==> src/rtl/neopixel_pkg.sv <==
// Shared types and constants for the NeoPixel frame sequencer: FSM states,
// 25 MHz WS2812 timing defaults, word geometry and the channel dimming helper.
package neopixel_pkg;

    typedef enum logic [2:0] {
        ST_IDLE,
        ST_FETCH,
        ST_LOAD,
        ST_SHIFT,
        ST_LATCH
    } state_t;

    localparam int PIXEL_W = 24;
    localparam int CHAN_W  = 8;

    localparam int DEF_T0H          = 9;
    localparam int DEF_T1H          = 18;
    localparam int DEF_TBIT         = 31;
    localparam int DEF_RESET_CYCLES = 1250;

    // Scales every channel by (brightness+1)/256; 255 is an exact pass-through.
    function automatic logic [PIXEL_W-1:0] dim_pixel(input logic [PIXEL_W-1:0] p,
                                                     input logic [CHAN_W-1:0]  b);
        logic [PIXEL_W-1:0] r;
        logic [15:0]        prod;
        r = '0;
        for (int i = 0; i < PIXEL_W / CHAN_W; i++) begin
            prod = 16'(p[i*CHAN_W +: CHAN_W]) * (16'(b) + 16'd1);
            r[i*CHAN_W +: CHAN_W] = prod[15:8];
        end
        return r;
    endfunction

endpackage

==> src/rtl/ws2812_bit_encoder.sv <==
// Generates one WS2812 bit waveform per bit_go: high for T1H/T0H cycles, then low
// until TBIT cycles have elapsed. bit_done marks the last cycle of the bit.
module ws2812_bit_encoder
    import neopixel_pkg::*;
#(
    parameter int T0H  = DEF_T0H,
    parameter int T1H  = DEF_T1H,
    parameter int TBIT = DEF_TBIT
) (
    input  logic osc25m,
    input  logic rst,
    input  logic bit_in,
    input  logic bit_go,
    output logic dout,
    output logic bit_done
);

    localparam int CW = $clog2(TBIT + 1);

    logic          active, nxt_active;
    logic          cur_bit, nxt_bit;
    logic [CW-1:0] cnt, nxt_cnt;

    assign bit_done = active && (cnt == CW'(TBIT - 1));

    // A bit_go on the bit_done cycle starts the next bit with no idle gap.
    always_comb begin
        nxt_active = active;
        nxt_bit    = cur_bit;
        nxt_cnt    = cnt;
        if (bit_go) begin
            nxt_active = 1'b1;
            nxt_bit    = bit_in;
            nxt_cnt    = '0;
        end else if (bit_done) begin
            nxt_active = 1'b0;
        end else if (active) begin
            nxt_cnt = cnt + 1'b1;
        end
    end

    // dout is registered so the strip pin never sees compare glitches.
    always_ff @(posedge osc25m or posedge rst) begin
        if (rst) begin
            active  <= 1'b0;
            cur_bit <= 1'b0;
            cnt     <= '0;
            dout    <= 1'b0;
        end else begin
            active  <= nxt_active;
            cur_bit <= nxt_bit;
            cnt     <= nxt_cnt;
            dout    <= nxt_active && (nxt_cnt < (nxt_bit ? CW'(T1H) : CW'(T0H)));
        end
    end

endmodule

==> src/rtl/neopixel_frame_sequencer.sv <==
// Fetches NUM_PIXELS GRB words from a sync-read buffer and streams them to a WS2812
// strip, then holds the latch interval. NEOPIXEL_GLOBAL_DIM_EN adds a brightness input.
module neopixel_frame_sequencer
    import neopixel_pkg::*;
#(
    parameter  int NUM_PIXELS   = 8,
    parameter  int T0H          = DEF_T0H,
    parameter  int T1H          = DEF_T1H,
    parameter  int TBIT         = DEF_TBIT,
    parameter  int RESET_CYCLES = DEF_RESET_CYCLES,
    localparam int AW           = (NUM_PIXELS > 1) ? $clog2(NUM_PIXELS) : 1
) (
    input  logic               osc25m,
    input  logic               rst,
    input  logic               start,
    output logic [AW-1:0]      pix_addr,
    input  logic [PIXEL_W-1:0] pix_data,
`ifdef NEOPIXEL_GLOBAL_DIM_EN
    input  logic [CHAN_W-1:0]  brightness,
`endif
    output logic               busy,
    output logic               done,
    output logic               dout
);

    localparam int TMAX = (TBIT > RESET_CYCLES) ? TBIT : RESET_CYCLES;
    localparam int TCW  = $clog2(TMAX + 1);

    state_t             state, nxt_state;
    logic [PIXEL_W-2:0] sreg;
    logic [4:0]         bit_cnt;
    logic [TCW-1:0]     lat_cnt;
    logic [PIXEL_W-1:0] load_word;
    logic               bit_go, bit_in, bit_done;
    logic               last_pixel;

`ifdef NEOPIXEL_GLOBAL_DIM_EN
    assign load_word = dim_pixel(pix_data, brightness);
`else
    assign load_word = pix_data;
`endif

    assign last_pixel = (pix_addr == AW'(NUM_PIXELS - 1));
    assign busy       = (state != ST_IDLE);

    ws2812_bit_encoder #(.T0H(T0H), .T1H(T1H), .TBIT(TBIT)) u_enc (
        .osc25m  (osc25m),
        .rst     (rst),
        .bit_in  (bit_in),
        .bit_go  (bit_go),
        .dout    (dout),
        .bit_done(bit_done)
    );

    always_ff @(posedge osc25m or posedge rst) begin
        if (rst) state <= ST_IDLE;
        else     state <= nxt_state;
    end

    // The MSB goes straight from the load word; sreg holds the remaining 23 bits.
    always_comb begin
        nxt_state = state;
        bit_go    = 1'b0;
        bit_in    = sreg[PIXEL_W-2];
        case (state)
            ST_IDLE:  if (start) nxt_state = ST_FETCH;
            ST_FETCH: nxt_state = ST_LOAD;
            ST_LOAD: begin
                nxt_state = ST_SHIFT;
                bit_go    = 1'b1;
                bit_in    = load_word[PIXEL_W-1];
            end
            ST_SHIFT: begin
                if (bit_done) begin
                    if (bit_cnt != 5'd0) bit_go = 1'b1;
                    else                 nxt_state = last_pixel ? ST_LATCH : ST_FETCH;
                end
            end
            ST_LATCH: if (lat_cnt == TCW'(RESET_CYCLES - 1)) nxt_state = ST_IDLE;
            default:  nxt_state = ST_IDLE;
        endcase
    end

    always_ff @(posedge osc25m or posedge rst) begin
        if (rst) begin
            pix_addr <= '0;
            sreg     <= '0;
            bit_cnt  <= '0;
            lat_cnt  <= '0;
            done     <= 1'b0;
        end else begin
            done    <= (state == ST_LATCH) && (nxt_state == ST_IDLE);
            lat_cnt <= (state == ST_LATCH) ? lat_cnt + 1'b1 : '0;
            case (state)
                ST_IDLE: if (start) pix_addr <= '0;
                ST_LOAD: begin
                    sreg    <= load_word[PIXEL_W-2:0];
                    bit_cnt <= 5'(PIXEL_W - 1);
                end
                ST_SHIFT: begin
                    if (bit_done) begin
                        if (bit_cnt != 5'd0) begin
                            sreg    <= sreg << 1;
                            bit_cnt <= bit_cnt - 5'd1;
                        end else if (!last_pixel) begin
                            pix_addr <= pix_addr + AW'(1);
                        end
                    end
                end
                default: ;
            endcase
        end
    end

endmodule
==> config.mk <==
export PLATFORM = sky130hd
export DESIGN_NAME = neopixel_frame_sequencer
export DESIGN_NICKNAME = d
export VERILOG_FILES = /design/src/rtl/neopixel_pkg.sv /design/src/rtl/ws2812_bit_encoder.sv /design/src/rtl/neopixel_frame_sequencer.sv
export SDC_FILE = /design/constraint.sdc
export NUM_CORES = 1
export LEC_CHECK = 0
export CORE_MARGIN = 2
export CORE_UTILIZATION = 30
export DETAILED_ROUTE_END_ITERATION = 8
export DONT_BUFFER_PORTS = 1
export PLACE_DENSITY_LB_ADDON = 0.1
export SYNTH_ARGS = -nofsm -noshare
export SYNTH_HDL_FRONTEND = slang
export SYNTH_SLANG_ARGS = --single-unit
==> constraint.sdc <==
create_clock -name osc25m -period 3.9 [get_ports osc25m]
set_clock_uncertainty 0.2 [all_clocks]
set_input_delay 0.585 -clock osc25m [delete_from_list [all_inputs] [get_ports osc25m]]
set_output_delay 0.585 -clock osc25m [all_outputs]
set_load 0.01 [all_outputs]
## Yosys cells after proc, flatten, opt, wreduce, memory -nomap -nowiden

Cells that the tools add are included.

- Output and inout port bits: 6
- Register bits: 54
- Logic and storage cells: 67
- Input port bits: 27

- Add/subtract/negate cells: 4
- Multiplexer cells: 29
- Order comparisons: 1
- Reduce and logical (&&, ||, !) cells: 11
- Equal/unequal tests: 12

Operators with widths:

| kind | number |
|---|---|
| $mux 23 | 2 |
| $pmux 23 s2 | 1 |
| $mux 5 | 6 |
| $mux 3 | 9 |
| $pmux 3 s5 | 1 |
| $add 11x1->11 const B | 1 |
| $eq 11x11->1 const B | 1 |
| $mux 11 | 1 |
| $ne 2x2->1 const B | 5 |
| $pmux 5 s2 | 1 |
| $eq 3x2->1 const B | 2 |
| $eq 3x3->1 const B | 2 |
| $logic_not 3->1 | 2 |
| $mux 1 | 6 |
| $pmux 3 s2 | 1 |
| $add 5x1->5 const B | 1 |
| $eq 5x5->1 const B | 1 |
| $lt 5x5->1 | 1 |
| $reduce_and 5->1 | 1 |
| $reduce_bool 5->1 | 1 |
| $sub 5x1->5 const B | 1 |
| $reduce_bool 2->1 | 2 |
| $add 3x1->3 const B | 1 |
| $eq 3x1->1 const B | 1 |
| other kinds (4) | 6 |

## Logic depth before layout (Yosys ltp)

- Depth in word-level cells: 8
- Depth in mapped cells: 11
- Depth with buffers taken out: 10

## Modules after synthesis

Synthesis repeated with hierarchy kept, for this count alone.

- Cell total of the unflattened synthesis: 255
- Area, all modules: 2997.9 um^2

Modules (own cells, without submodules):

| module | times used | seq. area each (um^2) | area an instance (um^2) | cells an instance |
|---|---|---|---|---|
| neopixel_frame_sequencer | 1 | 1151.1 | 2493.6 | 207 |
| ws2812_bit_encoder | 1 | 200.2 | 504.2 | 48 |

## Least setup slack after synthesis

OpenSTA, ideal clock, no wires.

- Kind: flip-flop to flip-flop
- Start: register u_enc.cnt[0]
- End: register u_enc.dout
- Path slack: 1.177 ns
- Library setup time: 0.122 ns
- Clock period less this slack: 2.723 ns
- Data required time: 3.578 ns
- Arrival: 2.402 ns
- Stages on the path, launching flop included: 12
- Path buffers: 2
- Cell sequence: dfrtp_1 > inv_1 > ha_1 > nand4_1 > o41ai_2 > buf_6 > buf_2 > o21ai_0 > ha_1 > nand2_1 > or4_1 > o2111a_1

- Longest elaborated chain between the ends: 8
- Elaborated cells between the ends (all ways): 14
- Classes of those cells: add/sub (1); order compare (1); eq/ne (1); mux (9); reduce/logical (2)

Ends and longest elaborated chain:

| item | RTL line | RTL |
|---|---|---|
| from (decl) | ws2812_bit_encoder.sv:22 | `logic [CW-1:0] cnt, nxt_cnt;` |
| from (signal assigned) | ws2812_bit_encoder.sv:52 | `cnt <= nxt_cnt;` |
| branches (longest 7 deep; another with $add 5x1->5) | - |  |
| $logic_and 1x1->1 * | ws2812_bit_encoder.sv:53 | `dout <= nxt_active && (nxt_cnt < (nxt_bit ? CW'(T1H) : CW'(T0H)));` |
| to (signal assigned) | ws2812_bit_encoder.sv:53 |  |
| to (decl) | ws2812_bit_encoder.sv:14 | `output logic dout,` |

Every way passes the cells marked *.
A chain may end at the register's enable or synchronous reset.

## Worst setup path after layout

Same ends and word-level chain as after synthesis.

==> key figures <==
Status
  – Status: complete, no violations

Clock tree
  – Clock sink count: between 50 and 60
  – Reg clk slew, reported paths: around 0.10 ns
  – Worst skew pair latency: a little over 0.3 ns
  – CTS Hold Buffers Added: 0
  – Deepest clock path buffer count: 2
  – Gates resized, CTS repair: 0
  – CTS Buf Count: 5
  – CTS tree: built
  – H-tree lvl count: 2
  – Postcts setup bufs: 0
  – Clk Tree Root Cell: clkbuf_8

Global route
  – GRT overflow: 0
  – Antenna violations before repair: 0
  – GRT Util Overall: 12.5%
  – Number of global-route vias before repair: 1929
  – Largest net degree at the start of global routing: 39
  – First-pass GRT wire length: 10200 um

Timing
  – Endpoints failing setup: 0
  – RSZ-0062 raised after global routing: false
  – Final slew viol count: 0
  – Slew headroom: 43.8%
  – Fin. Hold Viols: 0
  – Total negative slack: 0 ns
  – Max Freq: roughly 0.34 GHz
  – Worst-margin pin slew: around 0.84 ns
  – Fin worst setup slack: between 0.9 and 1 ns
  – Fin crit share: approximately three quarters
  – Post-layout min period: 2.97 ns

Routing
  – Vias: roughly 2000
  – Vias/cell: about 4.7
  – Initial DRC Count: 75
  – WL final: roughly 6000 um
  – WL/cell: 14.4 um
  – DRC errors left: 0
  – Detailed Routing Iterations Pass 1: 4
  – Routed Antenna Nets: 0

Critical path
  – Arr. time, crit path: 2.97 ns
  – FF-to-FF setup slack: 0.93 ns
  – CP endpoint kind: flip-flop
  – CP Class: flip-flop to flip-flop
  – Crit path required time: roughly 4 ns
  – Crit path max fanout: 10
  – Worst reg2reg path startpoint: u_enc.cnt[0]$_DFF_PP0_
  – Crit path from: u_enc.cnt[0]$_DFF_PP0_
  – Crit path launch type: flip-flop

Floorplan
  – CORE AREA: slightly above 0.009 mm^2
  – I/O pin total: 33
  – Num rows: 35
  – Die height: approximately 100 um
  – Die W: between 100 and 150 um
  – Initial Util: a little under a third
  – DIE AREA: 0.0104 mm^2

Layout
  – Fin area: between 0.003 and 0.004 mm^2
  – Area Growth Syn to Fin: 5.95%
  – Most common cell after layout, fill and taps aside: nand2_1
  – Fraction of layout cells with a size suffix above 1: approximately an eighth
  – Inserted Diodes: 0
  – Layout net count: between 300 and 400
  – Util after Layout: about a third
  – Most frequent cells in the layout: 59 x nand2_1, 54 x dfrtp_1, 33 x nor2_1

Logic synthesis
  – Cells after synthesis: approximately 300
  – Mapped Nets: between 300 and 400
  – Post-synth EDFFs: 0
  – Cell Area, Synth: 0.00288 mm^2
  – Yosys reg bits: between 50 and 60
  – Yosys top cell by area: dfrtp_1
  – Synth top area cells: dfrtp_1 47%, nand2_1 7.7%, ha_1 4.8%
  – Yosys top cell area share: 46.9%
  – Synth Area per Inst: 9.54 um^2
  – Warnings from Yosys: 0
  – Distinct cells, synth: 50
  – Post-synth ARST share: between 90% and 100%
  – Most used flip-flop cell after synthesis: dfrtp_1
  – Post-synthesis sequential area ratio: 46.9%

Placement
  – Port buffer count: 0
  – Dpl ws: 0.945 ns
  – GP Congestion: roughly 0.75
  – Detailed-placement wirelength estimate: 4310 um
  – Placed cell area: between 0.002 and 0.003 mm^2

Pwr
  – P per Cell Area: a little under 600 mW/mm^2
  – Worst IR drop on VDD: 193 uV
  – Leak Pwr: approximately 1.2 nW
  – Total power: around 1.8 mW

Run
  – Number of max-cap violations: 0

Hold path
  – Worst min path class: input pin to asynchronous set/reset pin
==> Yosys cell counts, drive strengths merged, types with 2 or more instances <==
master	instances
nor3	7
ha	11
a31oi	24
or3	7
a21oi	10
clkbuf	5
xor2	2
nor4b	3
dfrtp	54
nor4	2
mux2i	2
o21ai	7
xnor2	6
nand3	9
mux2	2
inv	10
or4	2
nand4	6
o21a	2
buf	12
nor2	41
nand2	59
==> path summary, 6_finish.rpt <==
check / endpoint / depth (start not counted)
max: u_enc.dout$_DFF_PP0_ / 10
min reg2reg: lat_cnt[0]$_DFF_PP0_ / 1
max reg2reg: u_enc.dout$_DFF_PP0_ / 10
min in group osc25m: sreg[0]$_DFFE_PP0P_ / 2
min: sreg[5]$_DFFE_PP0P_ / 1
max in group asynchronous: u_enc.cnt[0]$_DFF_PP0_ / 2
==> kinds of logic after synthesis <==
| family | Yosys count | synth area share [%] |
|---|---|---|
| xor gates and xnor gates | 8 | 2.43 |
| and+or+nand+nor | 146 | 25.4 |
| AOI/OAI and AO/OA | 52 | 13.7 |
| muxes | 4 | 1.48 |
| DFF | 54 | 46.9 |
| buffers and inverters | 27 | 5.38 |
| adders and majority gates | 11 | 4.78 |
==> routing by layer <==
layer	wire, um	vias up	part of all wire [%]	global-route usage, %
li1	-	1037	-	-
met2	2750	32	45	18.4
met3	253	4	4.1	3.08
met1	3090	939	50	18.4
met5	0	-	0	0
met4	45	0	0.73	3.38
==> layout make-up <==
class | instances | area, um^2
Fill cell | 992 | 6230
Clock buffer | 6 | 72.6
Multi-Input combinational cell | 221 | 1390
Inverter | 10 | 37.5
Clock inverter | 2 | 13.8
Sequential cell | 54 | 1350
Tap cell | 129 | 161
Timing Repair Buffer | 4 | 30.0
==> metrics by stage <==
step / hold WS (ns) / std cells
2_1_floorplan: 0.266 / 302
3_3_place_gp: 0.317 / 418
3_5_place_dp: 0.319 / 418
4_1_cts: 0.151 / 426
5_1_grt: 0.173 / 426
6_report: 0.110 / 426
==> registers in the layout, summed over array words and instances (netlist names) <==
register,count
u_enc.active,1
pix_addr,3
u_enc.cnt,5
lat_cnt,11
u_enc.dout,1
sreg,23
done,1
u_enc.cur_bit,1
bit_cnt,5
state,3
==> critical path: stages (launching register included) <==
cell      delay, ns
dfrtp_1        0.42
inv_1          0.09
ha_1           0.20
and4_1         0.36
nand4_2        0.27
o22a_1         0.32
o21a_1         0.12
ha_1           0.30
nand2_1        0.05
or4_1          0.40
o2111a_1       0.14
==> power by group <==
group | internal, mW | switching [mW] | total [mW]
Sequential | 0.737 | 0.153 | 0.890
Combinational | 0.269 | 0.289 | 0.558
Clock | 0.127 | 0.192 | 0.319
Total | 1.13 | 0.634 | 1.77
Note: power is estimated with default switching activity, not from simulation.
